===== config.mk =====
export PLATFORM = sky130hd
export DESIGN_NAME = calc_req_arbiter
export DESIGN_NICKNAME = d
export VERILOG_FILES = /design/src/rtl/calc_req_arbiter.sv
export SDC_FILE = /design/constraint.sdc
export NUM_CORES = 1
export LEC_CHECK = 0
export ABC_AREA = 0
export BUFFER_PORTS_ARGS = -buffer_cell sky130_fd_sc_hd__buf_2
export CELL_PAD_IN_SITES_DETAIL_PLACEMENT = 1
export CELL_PAD_IN_SITES_GLOBAL_PLACEMENT = 1
export CORE_MARGIN = 2
export CORE_UTILIZATION = 48
export DETAILED_ROUTE_END_ITERATION = 8
export HOLD_SLACK_MARGIN = 0.05
export PLACE_DENSITY_LB_ADDON = 0.1
export REMOVE_ABC_BUFFERS = 1
export SETUP_SLACK_MARGIN = 0.5
export SLEW_MARGIN = 20
export SYNTH_ARGS = -nofsm -noshare
export SYNTH_HDL_FRONTEND = slang
export SYNTH_SLANG_ARGS = --single-unit

===== constraint.sdc =====
create_clock -name c_clk -period 53.9 [get_ports c_clk]
set_clock_uncertainty 0.15 [all_clocks]
set_input_delay 10.78 -clock c_clk [delete_from_list [all_inputs] [get_ports c_clk]]
set_output_delay 10.78 -clock c_clk [all_outputs]
set_load 0.05 [all_outputs]

===== src/rtl/calc_req_arbiter.sv =====
// calc_req_arbiter: four request slots sharing one ALU, with an ALU timeout. Port 1 is the top lane of every bus.
// ARB_ROUND_ROBIN_EN selects round-robin grants; without it, fixed priority with port 1 highest.
module calc_req_arbiter #(
    parameter int TIMEOUT_CYC = 64
) (
    input  logic         c_clk,
    input  logic         reset,
    input  logic [15:0]  req_cmd_in,
    input  logic [127:0] req_data_in,
    output logic [7:0]   out_resp,
    output logic [127:0] out_data,
    output logic [3:0]   port_busy,
    output logic         alu_valid,
    output logic [3:0]   alu_cmd,
    output logic [31:0]  alu_op1,
    output logic [31:0]  alu_op2,
    input  logic         alu_done,
    input  logic [1:0]   alu_resp,
    input  logic [31:0]  alu_data
);
    localparam int CW = TIMEOUT_CYC > 1 ? $clog2(TIMEOUT_CYC) : 1;
    typedef enum logic [1:0] {EMPTY, OP2, PEND, BUSY} slot_t;
    typedef enum logic [1:0] {IDLE, ISSUE, WAIT, RESP} fsm_t;
    slot_t slot_q [4];
    slot_t slot_d [4];
    logic [3:0] cmd_q [4];
    logic [3:0] cmd_d [4];
    logic [31:0] op1_q [4];
    logic [31:0] op1_d [4];
    logic [31:0] op2_q [4];
    logic [31:0] op2_d [4];
    fsm_t st_q, st_d;
    logic [1:0] gnt_q, gnt_d, sel, idx;
    logic found;
    logic [CW-1:0] cnt_q, cnt_d;
    logic [1:0] rsp_q, rsp_d;
    logic [31:0] dat_q, dat_d;
    logic [7:0] resp_d;
    logic [127:0] odata_d;
    logic [3:0] acmd_d;
    logic [31:0] aop1_d, aop2_d;
`ifdef ARB_ROUND_ROBIN_EN
    logic [1:0] ptr_q, ptr_d;
`endif

    function automatic logic ok_cmd(input logic [3:0] c);
        return c inside {4'd1, 4'd2, 4'd5, 4'd6};
    endfunction

    assign alu_valid = st_q == ISSUE;

    // internal slot index 0 is port 1; the search start is the pointer in round-robin mode
    always_comb begin
        found = 1'b0;
        sel = '0;
        idx = '0;
        for (int i = 0; i < 4; i++) begin
`ifdef ARB_ROUND_ROBIN_EN
            idx = ptr_q + 2'(i);
`else
            idx = 2'(i);
`endif
            if (!found && slot_q[idx] == PEND) begin
                found = 1'b1;
                sel = idx;
            end
            port_busy[3-i] = slot_q[i] != EMPTY;
        end
    end

    always_comb begin
        slot_d = slot_q;
        cmd_d = cmd_q;
        op1_d = op1_q;
        op2_d = op2_q;
        st_d = st_q;
        gnt_d = gnt_q;
        cnt_d = cnt_q;
        rsp_d = rsp_q;
        dat_d = dat_q;
        acmd_d = alu_cmd;
        aop1_d = alu_op1;
        aop2_d = alu_op2;
        resp_d = '0;
        odata_d = '0;
`ifdef ARB_ROUND_ROBIN_EN
        ptr_d = ptr_q;
`endif
        for (int i = 0; i < 4; i++) begin
            if (slot_q[i] == EMPTY && req_cmd_in[(3-i)*4 +: 4] != 4'd0) begin
                slot_d[i] = OP2;
                cmd_d[i] = req_cmd_in[(3-i)*4 +: 4];
                op1_d[i] = req_data_in[(3-i)*32 +: 32];
            end else if (slot_q[i] == OP2) begin
                op2_d[i] = req_data_in[(3-i)*32 +: 32];
                slot_d[i] = ok_cmd(cmd_q[i]) ? PEND : EMPTY;
                resp_d[(3-i)*2 +: 2] = ok_cmd(cmd_q[i]) ? 2'b00 : 2'b10;
            end
        end
        case (st_q)
            IDLE: if (found) begin
                slot_d[sel] = BUSY;
                gnt_d = sel;
                acmd_d = cmd_q[sel];
                aop1_d = op1_q[sel];
                aop2_d = op2_q[sel];
                st_d = ISSUE;
`ifdef ARB_ROUND_ROBIN_EN
                ptr_d = sel + 2'd1;
`endif
            end
            ISSUE: begin
                cnt_d = '0;
                st_d = WAIT;
            end
            WAIT: if (alu_done) begin
                rsp_d = alu_resp;
                dat_d = alu_data;
                st_d = RESP;
            end else if (cnt_q == CW'(TIMEOUT_CYC - 1)) begin
                rsp_d = 2'b11;
                dat_d = '0;
                st_d = RESP;
            end else begin
                cnt_d = cnt_q + 1'b1;
            end
            default: begin
                resp_d[{~gnt_q, 1'b0} +: 2] = rsp_q;
                odata_d[{~gnt_q, 5'd0} +: 32] = rsp_q == 2'b01 ? dat_q : 32'd0;
                slot_d[gnt_q] = EMPTY;
                st_d = IDLE;
            end
        endcase
    end

    always_ff @(posedge c_clk or posedge reset) begin
        if (reset) begin
            for (int i = 0; i < 4; i++) begin
                slot_q[i] <= EMPTY;
                cmd_q[i] <= '0;
                op1_q[i] <= '0;
                op2_q[i] <= '0;
            end
            st_q <= IDLE;
            gnt_q <= '0;
            cnt_q <= '0;
            rsp_q <= '0;
            dat_q <= '0;
            out_resp <= '0;
            out_data <= '0;
            alu_cmd <= '0;
            alu_op1 <= '0;
            alu_op2 <= '0;
`ifdef ARB_ROUND_ROBIN_EN
            ptr_q <= '0;
`endif
        end else begin
            slot_q <= slot_d;
            cmd_q <= cmd_d;
            op1_q <= op1_d;
            op2_q <= op2_d;
            st_q <= st_d;
            gnt_q <= gnt_d;
            cnt_q <= cnt_d;
            rsp_q <= rsp_d;
            dat_q <= dat_d;
            out_resp <= resp_d;
            out_data <= odata_d;
            alu_cmd <= acmd_d;
            alu_op1 <= aop1_d;
            alu_op2 <= aop2_d;
`ifdef ARB_ROUND_ROBIN_EN
            ptr_q <= ptr_d;
`endif
        end
    end
endmodule


Word-level counts from Yosys, hierarchy flattened
Index checks and enable logic that the tools add are counted.
{"block": "word_totals", "register_bits": 528, "out_inout_bits": 209, "in_bits": 181, "word_cells": 181}
{"block": "op_classes", "addsub": 3, "n_eq_ne": 32, "reduce_logical": 41, "mux": 60, "bitwise_logic": 11, "shifts": 4, "n_lt_le_gt_ge": 4}
{"cell": "two-way mux 32 bit", "n": 7}
{"cell": "bitwise AND 128 bit", "n": 1}
{"cell": "binary-select mux 32 bit (select 2 bit)", "n": 2}
{"cell": "two-way mux 128 bit", "n": 1}
{"cell": "variable shift 32 x 9 -> 128 bit (first input constant)", "n": 1}
{"cell": "variable part select 32 x 9 -> 128 bit", "n": 1}
{"cell": "two-way mux 2 bit", "n": 32}
{"cell": "== test 4 x 3 -> 1 bit (second input constant)", "n": 8}
{"cell": "nonzero test 4 bit", "n": 8}
{"cell": "== test 4 x 1 -> 1 bit (second input constant)", "n": 4}
{"cell": "== test 4 x 2 -> 1 bit (second input constant)", "n": 4}
{"cell": "two-way mux 8 bit", "n": 2}
{"cell": "case mux 8 bit (2 select lines)", "n": 1}
{"cell": "AND reduction 2 bit", "n": 7}
{"cell": "== test 2 x 1 -> 1 bit (second input constant)", "n": 6}
{"cell": "two-way mux 6 bit", "n": 2}
{"cell": "case mux 6 bit (2 select lines)", "n": 1}
{"cell": "nonzero test 2 bit", "n": 6}
{"cell": "== test 2 bit (second input constant)", "n": 5}
{"cell": "logical NOT 2 bit", "n": 5}
{"cell": "logical AND 1 bit", "n": 9}
{"cell": "negator 7 -> 9 bit", "n": 1}
{"cell": "bitwise AND 8 bit", "n": 1}
{"cell": "binary-select mux 4 bit (select 2 bit)", "n": 1}
{"cell": "23 further kinds", "n": 39}

Depth between registers and ports, before layout
{"block": "logic_depth", "word_depth": 19, "ltp_mapped": 8, "mapped_depth_nobuf": 6}

Worst setup path before layout
OpenSTA, ideal clock, no wires.
{"block": "synth_timing", "path_kind": "input -> register", "from": "input req_cmd_in[12]", "to": "register op1_q[112] in the netlist's numbering", "t_arrival_ps": 12065, "setup_ps": 125, "stages": 5, "path_slack_ps": 41561, "required_time_ps": 53625, "n_path_buf": 2, "path_cell_list": "nor4_1 nand2b_1 clkbuf_1 buf_2 mux2_2"}
{"block": "synth_via", "elab_chain_cells": 2}
{"element": "start, declared", "line": "8", "source": "input logic [15:0] req_cmd_in,"}
{"element": "nonzero test 4 bit", "line": "90", "source": "if (slot_q[i] == EMPTY && req_cmd_in[(3-i)*4 +: 4] != 4'd0) begin"}
{"element": "logical AND 1 bit", "line": "90"}
{"element": "end signal, assigned", "line": "160", "source": "op1_q <= op1_d;"}
{"element": "end, declared", "line": "28", "source": "logic [31:0] op1_q [4];"}
Every way passes these cells.
A chain may end at the register's enable or synchronous reset.

Final worst setup path
{"block": "layout_timing", "from": "register slot_q[6] in the netlist's numbering", "to": "output port_busy[3]"}
{"block": "layout_via", "elab_chain_cells": 1}
{"element": "start, declared", "line": "24", "source": "slot_t slot_q [4];"}
{"element": "start signal, assigned", "line": "158", "source": "slot_q <= slot_d;"}
{"element": "nonzero test 2 bit", "line": "67", "source": "port_busy[3-i] = slot_q[i] != EMPTY;"}
{"element": "end, declared", "line": "12", "source": "output logic [3:0] port_busy,"}
Every way passes these cells.

==> flow_summary.yaml <==
floorplan:
  rows: 76
  coreArea_um2: 43170
  start_util_pct: 48.71
  ioPinCount: 390
  fp.dieArea_um2: 45500
  die_width_um: 213.3
  die_height_um: 213.3
clock_tree:
  clk_latency_ps: 600
  cts_tree: "done"
  cts_resized: 0
  cts_hold_buf: 0
  cts_made_buffers: 55
  htreeDepth: 2
  root_buffer: "clkbuf_16"
  path_clk_slew_ps: 60
  cts_max_path_buffers: 3
  cts_setup_buffers: 0
  clock_sinks: 528
cells_and_area:
  layout_common_cells: "dfrtp_1, buf_2, mux2_2"
  seq_area_um2: 13210
  final_common_cell: "dfrtp_1"
  multiInputGateArea_um2: 7342
  fillers: 4493
  drive_above_1_share_pct: 38.34
  nets: 2226
  area_growth_pct: 21.24
timing:
  worstMarginPinSlew_ps: 983.4
  period_needed_ps: 12790
  relSlewSlack_pct: 34.44
  hold_viol_final: 0
  tns_ps: 0
  slew_viol_final: 0
  setup_viol_count_final: 0
  rsz0062_at_grt: "false"
  holdWs_ps: 351.7
  max_freq_mhz: 78.17
  period_share_pct: 23.73
worst_setup_path:
  worst_setup_path_end_kind: "output pin"
  crit_path_max_incr_delay_ps: 520
  worst_setup_path_start_kind: "flip-flop"
  required_ps: 42970
  reg2regPathDepth: 5
  crit_path_cell_trace: "nor2_1 > inv_1 > buf_2"
  reg2reg_slack_ps: 50780
  crit_type: "reg2out"
  cp_slowest_cell: "dfrtp_1"
  cp_data_arrival_time_ps: 1860
  critPathMaxFanout: 7
synth:
  synthMuxAreaShare_pct: 14.49
  ys_ff_latch: 528
  synth-seq-area-share_pct: 62.83
  ys_async_sr_fraction_pct: 100.0
  syn_area_per_cell_um2: 12.49
  synth_top_family_by_area: "multiplexers"
  postSynthCellCount: 1683
  synth-edff-count: 0
  synth_compound_area_share_pct: 11.25
  netlist-cell-type-count: 44
  synth_flop_cell: "dfrtp_1"
  synth_simple_gate_area_share_pct: 7.836
  synth_warnings: 0
  yosys.area_share.xor_xnor_pct: 0.1666
  synthesis.area_um2: 21030
  synthAdderAreaFrac_pct: 0.6545
grt:
  grt_pass1_vias: 16320
  grt_max_degree: 186
  grt_pass1_wl_mm: 97.10
  antenna_found_initial: 24
  overflow: 0
  grt.total_usage_pct: 28.30
drt:
  antenna_left: 0
  vias: 15070
  routed_wl_mm: 64.44
  drcViolationCount: 0
  drtIter0Drc: 858
  vias_per_cell: 5.623
  post_drt_wl_per_cell_um: 24.05
  detail_route.first_pass.iterations: 5
power_and_ir_drop:
  leakage_nw: 11.87
  peakVddDrop_mv: 0.03754
  report.power.total_w: 0.001688
  p_per_area_nw_per_um2: 66.21
hold_path:
  hold_class: "reg2reg"
  holdPathStages: 1
job:
  max-cap-violations: 0
place:
  io_buffers: 389
  routabilityCongestion: 0.8354
  dpl.hpwl_mm: 41.25
outcome:
  status: "finished clean"
==> final timing paths <==
check                                       start                 endpoint
min in group asynchronous                   reset   out_data[43]$_DFF_PP0_
hold reg to reg            op2_q[100]$_DFFE_PP0P_   op2_q[100]$_DFFE_PP0P_
max in group asynchronous                   reset    op2_q[27]$_DFFE_PP0P_
setup / recovery              slot_q[6]$_DFF_PP0_             port_busy[3]
setup reg to reg              slot_q[7]$_DFF_PP0_  alu_op2[30]$_DFFE_PP0P_
hold / removal             op2_q[100]$_DFFE_PP0P_   op2_q[100]$_DFFE_PP0P_
==> critical path: cells and delay by family (launching register included) <==
| family | cells | cell delay, ps |
|---|---|---|
| AND/OR/NAND/NOR | 1 | 380 |
| buffers and inverters | 2 | 350 |
| flip-flops | 1 | 520 |
==> cell usage after synthesis (2+ instances only) <==
cell type | number | share of area [%]
buf_2 | 31 | 0.74
o2bb2ai_1 | 3 | 0.12
a21o_1 | 68 | 2.4
dfrtp_1 | 528 | 63
and3_1 | 2 | 0.059
nand3_1 | 70 | 1.7
nand2b_1 | 11 | 0.33
a211o_1 | 3 | 0.12
buf_6 | 2 | 0.11
xnor2_1 | 4 | 0.17
a21oi_1 | 15 | 0.36
a22o_1 | 36 | 1.5
mux2i_1 | 4 | 0.19
a22oi_1 | 68 | 2.4
ha_1 | 11 | 0.65
a41oi_1 | 2 | 0.083
nor2b_1 | 6 | 0.18
clkbuf_1 | 81 | 1.4
o22ai_1 | 3 | 0.089
o21ai_0 | 73 | 1.7
a31oi_1 | 70 | 2.1
nand4_1 | 2 | 0.059
nor3_1 | 2 | 0.048
inv_1 | 19 | 0.34
buf_1 | 8 | 0.14
nand2_1 | 49 | 0.87
and2_1 | 3 | 0.089
mux2_2 | 267 | 14
nor3_2 | 2 | 0.095
or3_1 | 2 | 0.059
nor2_1 | 220 | 3.9
nor4_1 | 6 | 0.18
==> through the flow <==
step	setup WS, ps	cell area, um^2	utilization (%)	cells
after global placement	40940	23530	54.51	2562
after CTS	41130	25450	58.96	2664
after detailed placement	40970	23540	54.52	2562
final	41110	25490	59.05	2680
after global routing	41020	25480	59.03	2676
after floorplan	28220	20520	-	1561
==> area by class of cell <==
cell class	count	area share, %
diodes	16	0.1570
repair buffers	416	8.530
well taps	585	2.871
clock inverters	22	0.9865
flip-flops and latches	528	51.83
multi-input cells	1014	28.80
clock buffers	80	6.522
inverters	19	0.3092
==> registers in the layout, summed over array words and instances (netlist names) <==
signal,count
op1_q,128
op2_q,128
out_data,128
alu_op1,32
alu_op2,32
dat_q,32
cmd_q,16
out_resp,8
slot_q,8
cnt_q,6
alu_cmd,4
gnt_q,2
rsp_q,2
st_q,2
==> kinds of logic (layout without fill, tap and decap cells) <==
kind of cell | after synthesis | in the layout
adder cells (fa/ha/maj) | 11 | 11
other | 0 | 16
buffers and inverters | 141 | 537
multiplexers | 271 | 271
XOR/XNOR | 4 | 4
AO/OA/AOI/OAI | 348 | 348
flip-flops | 528 | 528
AND/OR/NAND/NOR | 380 | 380
==> where the power goes <==
group          leakage, nW  internal (W)  switching (W)
registers             6.48      0.000549      0.0000929
logic                 4.45      0.000252       0.000396
clock network        0.939      0.000238       0.000161
total                 11.9       0.00104       0.000650
==> per-layer routing <==
metal | vias up | share of wire (%) | track usage [%] | wire length, um
met5 | - | 0.14 | 0 | 92
met4 | 16 | 3.0 | 9.890 | 1914
met3 | 120 | 6.9 | 7.295 | 4454
met2 | 435 | 50 | 48.73 | 32030
met1 | 7858 | 40 | 34.56 | 25950
li1 | 6640 | - | - | -
Power figures use the tool's default switching activity.
